### config.mk
export PLATFORM = sky130hd
export DESIGN_NAME = eq_check_sequencer
export DESIGN_NICKNAME = d
export VERILOG_FILES = /design/src/rtl/eq_pkg.sv /design/src/rtl/eq_vec_gen.sv /design/src/rtl/eq_check_sequencer.sv
export SDC_FILE = /design/constraint.sdc
export NUM_CORES = 1
export LEC_CHECK = 0
export ABC_AREA = 1
export CAP_MARGIN = 25
export CORE_ASPECT_RATIO = 0.75
export CORE_UTILIZATION = 45
export DETAILED_ROUTE_END_ITERATION = 10
export GPL_TIMING_DRIVEN = 0
export PLACE_DENSITY = 0.74
export SLEW_MARGIN = 20
export SYNTH_ARGS = -nofsm -noshare
export SYNTH_HDL_FRONTEND = slang
export SYNTH_SLANG_ARGS = --single-unit
### constraint.sdc
create_clock -name clk -period 2.39 [get_ports clk]
set_input_delay 0.478 -clock clk [delete_from_list [all_inputs] [get_ports clk]]
set_output_delay 0.478 -clock clk [all_outputs]
set_load 0.005 [all_outputs]
### src/rtl/eq_pkg.sv
// Shared types and helpers for the equivalence-check sequencer.
package eq_pkg;

  // Sequencer states.
  typedef enum logic [1:0] {
    IDLE,
    RUN,
    DRAIN,
    DONE
  } st_t;

  // Default Fibonacci tap mask for a 14-bit LFSR (taps 14,5,3,1).
  localparam logic [13:0] DEF_LFSR_TAPS = 14'h2015;

  // One Fibonacci step: shift left, feed parity of tapped bits into bit 0.
  // Callers truncate the result to their own width.
  function automatic logic [31:0] lfsr_next(input logic [31:0] cur, input logic [31:0] taps);
    return (cur << 1) | {31'd0, ^(cur & taps)};
  endfunction

endpackage

### src/rtl/eq_vec_gen.sv
// Vector generator: counting or LFSR sequence, loaded at run start and stepped per vector.
module eq_vec_gen
  import eq_pkg::*;
#(
  parameter int unsigned     IN_W = 14,
  parameter logic [IN_W-1:0] TAPS = IN_W'(DEF_LFSR_TAPS)
) (
  input  logic            clk,
  input  logic            rst,
  input  logic            i_load,
  input  logic            i_step,
  input  logic            i_mode,
  input  logic [IN_W-1:0] i_seed,
  output logic [IN_W-1:0] o_vec
);

  logic [IN_W-1:0] r_vec;
  logic            r_mode;
  logic [IN_W-1:0] w_lfsr;
  logic [IN_W-1:0] w_one;

  assign w_one  = {{(IN_W-1){1'b0}}, 1'b1};
  assign w_lfsr = IN_W'(lfsr_next(32'(r_vec), 32'(TAPS)));
  assign o_vec  = r_vec;

  // Load latches the mode for the whole run; a zero seed would lock the LFSR, so use 1.
  always_ff @(posedge clk or posedge rst) begin
    if (rst) begin
      r_vec  <= '0;
      r_mode <= 1'b0;
    end else if (i_load) begin
      r_mode <= i_mode;
      if (!i_mode)            r_vec <= '0;
      else if (i_seed == '0)  r_vec <= w_one;
      else                    r_vec <= i_seed;
    end else if (i_step) begin
      r_vec <= r_mode ? w_lfsr : r_vec + w_one;
    end
  end

endmodule

### src/rtl/eq_check_sequencer.sv
// Drives a shared vector into DUT and golden netlists, compares their outputs,
// counts mismatches (saturating) and captures the first failing vector.
module eq_check_sequencer
  import eq_pkg::*;
#(
  parameter int unsigned     IN_W      = 14,
  parameter int unsigned     OUT_W     = 8,
  parameter int unsigned     CNT_W     = 16,
  parameter int unsigned     LAT       = 0,
  parameter logic [IN_W-1:0] LFSR_TAPS = IN_W'(DEF_LFSR_TAPS)
) (
  input  logic             clk,
  input  logic             rst,
  input  logic             start,
  input  logic             abort,
  input  logic             mode,
  input  logic [IN_W-1:0]  seed,
  input  logic [IN_W:0]    num_vec,
  output logic [IN_W-1:0]  vec_o,
  output logic             vec_valid,
  input  logic [OUT_W-1:0] dut_o,
  input  logic [OUT_W-1:0] gold_o,
  output logic             busy,
  output logic             done,
  output logic             pass,
  output logic [CNT_W-1:0] mism_cnt,
  output logic             ff_valid,
  output logic [IN_W-1:0]  ff_vec,
  output logic [OUT_W-1:0] ff_diff
);

  st_t              r_state;
  logic [IN_W:0]    r_remain;
  logic             r_vec_valid;
  logic             r_busy;
  logic             r_done;
  logic             r_pass;
  logic [CNT_W-1:0] r_mism;
  logic             r_ff_valid;
  logic [IN_W-1:0]  r_ff_vec;
  logic [OUT_W-1:0] r_ff_diff;

  logic             w_idle_like;
  logic             w_active;
  logic             w_flush;
  logic             w_load;
  logic             w_step;
  logic [IN_W-1:0]  w_gen_vec;
  logic             w_cmp_valid;
  logic [IN_W-1:0]  w_cmp_vec;
  logic             w_pipe_busy;
  logic             w_miscompare;

  assign w_idle_like  = (r_state == IDLE) || (r_state == DONE);
  assign w_active     = (r_state == RUN) || (r_state == DRAIN);
  assign w_flush      = abort && w_active;
  assign w_load       = start && w_idle_like && (num_vec != '0);
  assign w_step       = (r_state == RUN) && !abort && (r_remain != {{IN_W{1'b0}}, 1'b1});
  assign w_miscompare = w_cmp_valid && (dut_o != gold_o);

  eq_vec_gen #(
    .IN_W (IN_W),
    .TAPS (LFSR_TAPS)
  ) u_gen (
    .clk    (clk),
    .rst    (rst),
    .i_load (w_load),
    .i_step (w_step),
    .i_mode (mode),
    .i_seed (seed),
    .o_vec  (w_gen_vec)
  );

  // Tag pipeline: {valid, vector} delayed LAT cycles to line up with the netlist outputs.
  if (LAT == 0) begin : g_nolat
    assign w_cmp_valid = r_vec_valid;
    assign w_cmp_vec   = w_gen_vec;
    assign w_pipe_busy = 1'b0;
  end else begin : g_lat
    logic [LAT-1:0]  r_pv;
    logic [IN_W-1:0] r_pvec [LAT];

    // Shift tags each cycle; abort drops every in-flight valid bit.
    always_ff @(posedge clk or posedge rst) begin
      if (rst) begin
        r_pv <= '0;
        for (int i = 0; i < LAT; i++) r_pvec[i] <= '0;
      end else begin
        r_pv[0]   <= r_vec_valid && !w_flush;
        r_pvec[0] <= w_gen_vec;
        for (int i = 1; i < LAT; i++) begin
          r_pv[i]   <= r_pv[i-1] && !w_flush;
          r_pvec[i] <= r_pvec[i-1];
        end
      end
    end

    assign w_cmp_valid = r_pv[LAT-1];
    assign w_cmp_vec   = r_pvec[LAT-1];
    assign w_pipe_busy = |r_pv;
  end

  // Control FSM plus compare/result registers; a start clears results after any compare.
  always_ff @(posedge clk or posedge rst) begin
    if (rst) begin
      r_state     <= IDLE;
      r_remain    <= '0;
      r_vec_valid <= 1'b0;
      r_busy      <= 1'b0;
      r_done      <= 1'b0;
      r_pass      <= 1'b0;
      r_mism      <= '0;
      r_ff_valid  <= 1'b0;
      r_ff_vec    <= '0;
      r_ff_diff   <= '0;
    end else begin
      // The compare still counts on the abort edge.
      if (w_miscompare) begin
        if (r_mism != '1) r_mism <= r_mism + {{(CNT_W-1){1'b0}}, 1'b1};
        if (!r_ff_valid) begin
          r_ff_valid <= 1'b1;
          r_ff_vec   <= w_cmp_vec;
          r_ff_diff  <= dut_o ^ gold_o;
        end
      end

      unique case (r_state)
        IDLE, DONE: begin
          if (start) begin
            r_mism     <= '0;
            r_ff_valid <= 1'b0;
            r_ff_vec   <= '0;
            r_ff_diff  <= '0;
            if (num_vec != '0) begin
              r_state     <= RUN;
              r_remain    <= num_vec;
              r_vec_valid <= 1'b1;
              r_busy      <= 1'b1;
              r_done      <= 1'b0;
              r_pass      <= 1'b0;
            end else begin
              r_state <= DONE;
              r_done  <= 1'b1;
              r_pass  <= 1'b1;
            end
          end
        end
        RUN: begin
          if (abort) begin
            r_state     <= IDLE;
            r_vec_valid <= 1'b0;
            r_busy      <= 1'b0;
          end else if (r_remain == {{IN_W{1'b0}}, 1'b1}) begin
            r_state     <= DRAIN;
            r_vec_valid <= 1'b0;
          end else begin
            r_remain <= r_remain - {{IN_W{1'b0}}, 1'b1};
          end
        end
        DRAIN: begin
          if (abort) begin
            r_state <= IDLE;
            r_busy  <= 1'b0;
          end else if (!w_pipe_busy) begin
            // Pipeline empty: the last compare happened on an earlier edge.
            r_state <= DONE;
            r_busy  <= 1'b0;
            r_done  <= 1'b1;
            r_pass  <= (r_mism == '0);
          end
        end
        default: r_state <= IDLE;
      endcase
    end
  end

  assign vec_o     = w_gen_vec;
  assign vec_valid = r_vec_valid;
  assign busy      = r_busy;
  assign done      = r_done;
  assign pass      = r_pass;
  assign mism_cnt  = r_mism;
  assign ff_valid  = r_ff_valid;
  assign ff_vec    = r_ff_vec;
  assign ff_diff   = r_ff_diff;

endmodule

==> results of run 1 <==
[logic make-up (layout without fill, tap and decap cells)]
kind of cell | count (synthesis) | count (layout) | synth area share
AOI/OAI and AO/OA | 75 | 75 | 0.0760
muxes | 1 | 1 | 0.00212
DFF | 75 | 75 | 0.354
and+or+nand+nor | 536 | 536 | 0.430
xor gates and xnor gates | 6 | 6 | 0.00991
buffers and inverters | 146 | 269 | 0.111
adders and majority gates | 7 | 7 | 0.0165
[cells in the mapped netlist, types with 3 or more instances]
master    number
o21bai_1       3
o21ai_1        3
buf_2          8
o21ai_0       42
buf_6          3
a21oi_1       23
inv_1        120
xnor2_1        3
xor2_1         3
nand3_1       71
dfrtp_1       75
nand2_1      299
nand4_1       14
or2_2          5
clkbuf_1       7
nor2_2         7
ha_1           7
nand2_2        8
nor2_1       114
nand3b_1       8
[path summary, 6_finish.rpt]
path / start / end / depth (start not counted) / slack [ps]
max: r_state[0] / u_gen.o_vec[2] / 6 / 360
min: rst / u_gen.o_vec[10] / 2 / 440
max reg2reg: r_state[0] / u_gen.o_vec[2] / 6 / 360
min reg2reg: r_remain[1] / r_remain[1] / 2 / 510
max in group asynchronous: rst / ff_diff[3] / 3 / 1400
min in group clk: r_remain[1] / r_remain[1] / 2 / 510
[routing by layer]
metal,vias to the layer above,global-route usage,part of all wire,wire length [um]
met4,0,0.0784,0.015,211
li1,2860,-,-,-
met3,18,0.0517,0.066,951
met1,2512,0.374,0.51,7340
met2,189,0.374,0.41,5970
met5,-,0,0,0
[power breakdown]
part	switching (W)	leakage (nW)	internal, W
registers	0.000623	0.946	0.00181
logic	0.00272	2.49	0.00197
clock network	0.000584	0.156	0.000921
[cell usage in the layout, fill, tap and decap left out, types with 2 or more instances in the layout]
cell type        synthesis  final
nand2_4                  2      2
o21ai_0                 42     42
inv_6                    0      2
xnor2_1                  3      3
clkbuf_1                 7      7
o21ai_1                  3      3
ha_1                     7      7
or2_2                    5      5
inv_4                    1      2
nor4_1                   2      2
nand3_1                 71     71
nand2_2                  8      8
a21o_1                   2      2
nand3b_1                 8      8
a21oi_1                 23     23
clkdlybuf4s50_1          0    106
buf_6                    3      3
nand2_1                299    299
o21bai_1                 3      3
buf_2                    8      8
nor2_1                 114    114
buf_4                    2      2
clkbuf_16                0      9
inv_1                  120    119
nand3_2                  2      2
dfrtp_1                 75     75
xor2_1                   3      3
buf_1                    2      2
nor2_2                   7      7
bufinv_16                0      2
nand4_1                 14     14
inv_2                    2      2
nor2_4                   2      2
[metrics by stage]
step	instance area, um2	total power (W)	setup TNS [ps]
4_1_cts	6920	0.00862	0
2_1_floorplan	5300	0.00533	0
5_1_grt	6920	0.00941	0
3_5_place_dp	6590	0.00708	0
6_report	6920	0.00863	0
3_3_place_gp	6560	0.00701	-101330
[critical path, delay by kind of cell, from the launching register on]
family	cells	cell delay (ps)
AO/OA/AOI/OAI	2	650
AND/OR/NAND/NOR	2	450
adder cells (fa/ha/maj)	1	410
flip-flops	1	380
buffers and inverters	1	60
[final cells by class]
class                           count  share of cell area
Multi-Input combinational cell    625               0.410
Clock inverter                      7              0.0143
Timing Repair Buffer              107               0.157
Sequential cell                    75               0.271
Buffer                             22              0.0177
Tap cell                          157              0.0284
Inverter                          124              0.0680
Clock buffer                        9              0.0326
[registers in the layout (all words and copies together) (netlist names)]
name / flops
ff_vec: 14
busy: 1
r_state: 2
pass: 1
r_remain: 15
u_gen.o_vec: 14
done: 1
mism_cnt: 16
ff_valid: 1
vec_valid: 1
ff_diff: 8
u_gen.r_mode: 1
==> impl.org, run 1 <==
** Timing
- Across all hold checks on the routed design, the worst slack comes to 438 ps.
- Transition time of the tightest slew-check pin :: 519 ps
- The clock arrives with 5.75 ps of skew.
- Final worst-path setup slack :: 364 ps
- Headroom to the max-slew limit :: 0.654
- Max Slew Vio Count :: 0
- Maximum operating frequency :: 0.493 GHz
- RSZ-0062 raised after global routing :: false
- Final period demand of the worst path :: 2030 ps
- Total of endpoints with negative setup slack in the final report :: 0
- Post-route fraction of the period consumed by the critical path :: 0.848
- The final number of hold-violating endpoints was 0.

** Status
- Run status :: complete, no violations

** Detailed routing
- WL final :: 14.5 mm
- Post-route DRC violation count :: 0
- The count of nets left with antenna violations once routing finished came out at 0.
- For this block, the initial DRC count from the detailed router was 511.
- Vias :: 5,579
- The pre-antenna-repair detailed-routing pass consisted of 6 iterations.
- Via density per instance :: 4.95
- After detailed routing, the average wire length per cell comes to 12.9 um.

** Die
- Floorplan die height :: 96.0 um
- Initial Utilization :: 0.474
- Std-Cell Core Area :: 11,200 um2
- The die covers 12,200 um2.
- After floorplanning, the core was divided into 33 placement rows.
- Number of top-level design ports :: 107
- Die boundary width :: 127 um

** Setup path
- Critical path start-end classification :: reg2reg
- STA puts the critical path data required time at 2660 ps.
- STA puts the critical path data arrival time at 2300 ps.
- Startpoint class of the critical path :: flip-flop
- The largest individual stage delay along the critical path comes from the cell a21oi_2.
- Traced cell by cell, the critical path runs through inv_1, ha_1, nand2_2, a21oi_2, nand3_1, a21oi_1.
- Largest stage delay, worst path :: 450 ps
- Critical path peak fanout :: 10
- Crit. End Element :: flip-flop

** Place
- DP HPWL :: 10.8 mm
- Timing analysis after detailed placement gives a worst setup slack of 100 ps.
- The congestion estimate from routability-driven global placement came to 0.929.
- Cells after DPL :: 1,110
- Buffers on Ports :: 106

** Clock tree
- Counting the buffers created by CTS gives 9.
- For the worst-skew pair, the clock arrives at the later sink with an insertion delay of 350 ps.
- For this design, the sink count on the clock tree is 75.
- Resized Gates After CTS :: 0
- CTS root buf :: clkbuf_16
- The number of setup buffers added after CTS is 0.
- The clock tree synthesis step divided the H-tree into 3 levels.
- Hold repair after CTS inserted 0 buffers.
- Clock-pin slew was measured on the worst setup and hold paths at 60 ps.
- CTS tree :: built
- Buffer depth of the longest clock path :: 2

** Cells and area
- Number of nets at the end of the flow :: 1,021
- Once layout is complete, the cells apart from fillers number 1,126.
- Area growth from synthesis to layout :: 30.4%
- FF+latch area :: 1880 um2
- Of the cells placed in the final design, the portion with a size suffix greater than 1 is 0.0660.
- Share of the core filled with cells :: 0.618
- Count of inserted antenna diode cells :: 0
- Area taken by multi-input logic gates :: 2840 um2
- Layout filler cell count :: 1,027

** Synth
- Number of warnings printed during yosys synthesis :: 0
- Among all flip-flop cells after synthesis, the most frequent one is dfrtp_1.
- By area the synthesized netlist is led by dfrtp_1 35%, nand2_1 21%, inv_1 8.5%, nor2_1 8.1%, nand3_1 6.7%.
- Of all cell types, the one taking the most synthesized area is dfrtp_1.
- The cell area that synthesis handed to floorplanning was 5300 um2.
- Seq cells post-synth :: 75
- Area share of the largest cell type after synthesis :: 0.354
- The share of the Yosys chip area taken by registers is 0.354.
- Synth Area per Inst :: 6.27 um2
- Async set or reset register ratio after synthesis :: 1.00
- Number of unique standard cell types used by synthesis :: 35
- Counting every net in the synthesized netlist gives 903.
- In the synthesized netlist, the number of instances is 846.
- Yosys mapped a number of flops with a built-in enable equal to 0.

** Power and ir drop
- Across the VDD grid, the largest voltage drop is 0.000589 V.
- Power density over the cells :: 1250 nW/um2
- For this design the static power due to leakage is 3.59 nW.

** Job
- The tool flagged a number of max-cap violations equal to 0.

** GRT
- Vias in the first global route :: 4,936
- Maximum number of pins on one net before global-route repair :: 57
- Global-route usage over all layers :: 0.254
- The first global-routing pass estimated 24.0 mm of wire.
- The number of antenna violations at the first check in global routing is 0.
- Global routing finished with a remaining overflow of 0.

** Hold path
- The min-delay analysis places its worst path in the category in2async.
(Power assumes the default switching activity.)
==> inputs of run 2 (changes only) <==
Settings changed: PLACE_DENSITY 0.74 to 0.71.
Clock period 2.39 ns to 1.98 ns, I/O delays scaled along.
==> run 2 against run 1 <==
  * Final cell count about the same
  * Sequential cell count is the same
  * Critical endpoint is now vec_o[2]
  * Largest cell class unchanged
  * Worst hold slack worse by 43 ps
==> impl.org, run 2 (synthesis results as in run 1) <==
** Power and ir drop
- Power density over the cells :: 1500 nW/um2 (+20%)
- The overall power of the completed layout is 0.0104 W (+21%).
- The worst voltage drop across the vdd grid came to 0.000841 V (+43%).
- Leakage power figure :: 3.61 nW (+0.52%)

** Detailed routing
- Routed wire per std cell :: 13.1 um (+1.6%)
- The wire length after detailed routing was 14.7 mm (+1.7%).
- The number of vias after detailed routing is 5,577 (-0.036%).
- The count of routing violations after the opening detailed-route iteration was 573 (+12%).
- Via density per instance :: 4.95 (-0.12%)
- Post-route DRC violation count :: 0 (unchanged)
- The number of iterations in the first detailed-routing pass came to 7 (+1).
- The count of nets left with antenna violations after detail routing is 0 (unchanged).

** Clock tree
- The latest clock arrival within the worst-skew pair is 340 ps (about the same).
- Buffer depth of the longest clock path :: 2 (unchanged)
- CTS Buf Count :: 9 (unchanged)
- CTS root buf :: clkbuf_16
- The H-tree depth was 3 (unchanged).
- The clock net sink count is 75 (unchanged).
- The clock edge transition at the registers on the reported setup and hold paths was 60 ps (about the same).
- CTS tree :: built

** Cells and area
- Leaving out fill and tap cells, the most frequent cell in the layout is nand2_1.
- Area growth from synthesis to layout :: 31.2%
- The final net count was 1,022 (+0.098%).
- Flip-flop count of the largest register after layout :: 16 (unchanged)
- Share of the core filled with cells :: 0.622 (+0.00403)
- Commonest cells after routing, fill and taps aside :: 299 x nand2_1, 119 x inv_1, 114 x nor2_1
- The post-route standard cell area excluding fillers was 6960 um2 (+0.65%).
- The number of inserted diodes is 0 (unchanged).
- The fraction of final layout cells sized beyond drive strength 1 is 0.0680 (+0.00199).

** Setup path
- Worst flop-to-flop path endpoint :: mism_cnt[12]
- Levels on crit path :: 1 (-5)
- Startpoint class of the critical path :: flip-flop
- Tracing the worst setup path back leads to its startpoint at u_gen.o_vec[2].
- Worst setup endpoint :: vec_o[2]
- The worst path arrival time came to 1450 ps (-850 ps).
- Worst R2R Path Depth :: 7 (+1)
- The critical path is of the reg2out type.
- Critical path peak fanout :: 7 (-3)
- In this run the critical register-to-register path is launched from r_state[0].
- Reg-to-reg slack, setup :: 140 ps (-230 ps)
- The worst setup path is captured at a primary output.
- In this design, the largest share of critical-path delay is due to buffers and inverters.
- Slowest-stage cell, CP :: clkdlybuf4s50_1
- The delay contributed by the slowest stage of the critical path is 590 ps (+140 ps).
- Traced cell by cell, the critical path runs through clkdlybuf4s50_1.
- The buffering stage count on the worst path with inverters included was 1 (unchanged).
- Required time at the endpoint of the critical path :: 1580 ps (-1080 ps)

** Die
- Std-Cell Core Area :: 11,200 um2 (unchanged)
- The number of placement rows is 33 (unchanged).
- The initial core utilization is 0.474 (unchanged).
- The y dimension of the die is 96.0 um (unchanged).
- The number of I/O pins came to 107 (unchanged).
- The die outline width was 127 um (unchanged).
- Area of the die :: 12,200 um2 (unchanged)

** Timing
- The count of pins over their slew limit was 0 (unchanged).
- The final number of hold-violating endpoints is 0 (unchanged).
- Final period demand of the worst path :: 1840 ps
- Fin Hold WS :: 395 ps (-42.9 ps)
- Total of endpoints with negative setup slack in the final report :: 0 (unchanged)
- Setup Skew :: 9.68 ps (+3.93 ps)
- RSZ-0062 raised after global routing :: false
- The relative max-transition margin came to 0.654 (about the same).
- Transition time of the tightest slew-check pin :: 518 ps (-0.373 ps)
- In the finished design, the share of the clock period the worst path needs comes to 0.932.
- For this run, the top clock speed supported by timing is 0.542 GHz.

** GRT
- The final global-route overflow total was 0 (unchanged).
- Maximum number of pins on one net before global-route repair :: 33 (-42%)
- The number of antenna violations at the first check in global routing was 0 (unchanged).
- Wire length of the first global-routing pass :: 24.7 mm (+3.0%)
- Global-route usage over all layers :: 0.260 (+0.00562)
- The via count of the first global-routing pass came to 5,087 (+3.1%).

** Place
- The number of buffer cells added on primary ports was 106 (unchanged).
- Instance area at placement :: 6610 um2 (+0.21%)
- The weighted congestion reported at the end of routability-driven placement was 0.913 (-1.7%).
- DP HPWL :: 11.0 mm (+1.8%)

** Status
- The run finished with clean final reports.

** Job
- Maxcap violations :: 0 (unchanged)

** Hold path
- The path class of the tightest hold or removal check is in2async.
-- run 2: cell count changes in the layout (fill, tap and decap cells not counted), sizes merged --
cell      change
buf           +1
inv           -1
clkinv        -1
clkinvlp      +2
-- run 2: layout make-up --
| type | count | area (um2) |
|---|---|---|
| plain buffers | 22 | 123 |
| clock buffers | 9 | 225 |
| clock inverters | 7 | 97.6 |
| fillers | 1054 | 4230 |
| inverters | 124 | 472 |
| multi-input cells | 625 | 2870 |
| flip-flops and latches | 75 | 1880 |
| well taps | 157 | 196 |
| repair buffers | 108 | 1100 |
-- run 2: timing repair --
item,in CTS,in global routing
setup endpoints to repair,1,43
hold buffers,0,0
buffers inserted,0,0
gates resized for setup,1,5
pin swaps,0,0
-- run 2: metrics by stage --
step | setup WS [ps] | TNS [ps] | instances
6_report | 135 | 0 | 1127
3_5_place_dp | -232 | -9610 | 1111
5_1_grt | 2.62 | 0 | 1127
2_1_floorplan | 384 | 0 | 846
4_1_cts | 53.1 | 0 | 1127
3_3_place_gp | -207 | -23570 | 1109
-- run 2: worst reg2reg max path, cell delays in order (launching register included) --
cell,delay (ps)
dfrtp_1,380
inv_1,60
ha_2,410
nand2_4,140
inv_2,110
buf_2,240
buf_2,290
nor2_1,80
-- run 2: power breakdown --
part           leakage [nW]  internal (W)  total [W]  switching (W)
registers             0.946       0.00219    0.00295       0.000757
logic                  2.51       0.00240    0.00571        0.00331
clock network         0.152       0.00111    0.00179       0.000679
total                  3.61       0.00570     0.0104        0.00474
-- run 2: per-layer routing --
metal  vias to the layer above  part of all wire  track usage
met4                         0             0.011       0.0734
met5                         -                 0            0
li1                       2871                 -            -
met2                       168              0.42        0.386
met3                        18             0.058       0.0445
met1                      2520              0.51        0.387
-- run 2: worst min path at each step --
stage / start / endpoint / slack [ps] / depth (start not counted)
5_1_grt: rst / r_remain[3] / 430 / 2
2_1_floorplan: r_remain[1] / r_remain[1] / 450 / 2
3_3_place_gp: r_remain[1] / r_remain[1] / 480 / 2
3_5_place_dp: r_remain[1] / r_remain[1] / 470 / 2
6_report: rst / r_remain[1] / 400 / 2
4_1_cts: rst / r_remain[1] / 410 / 2
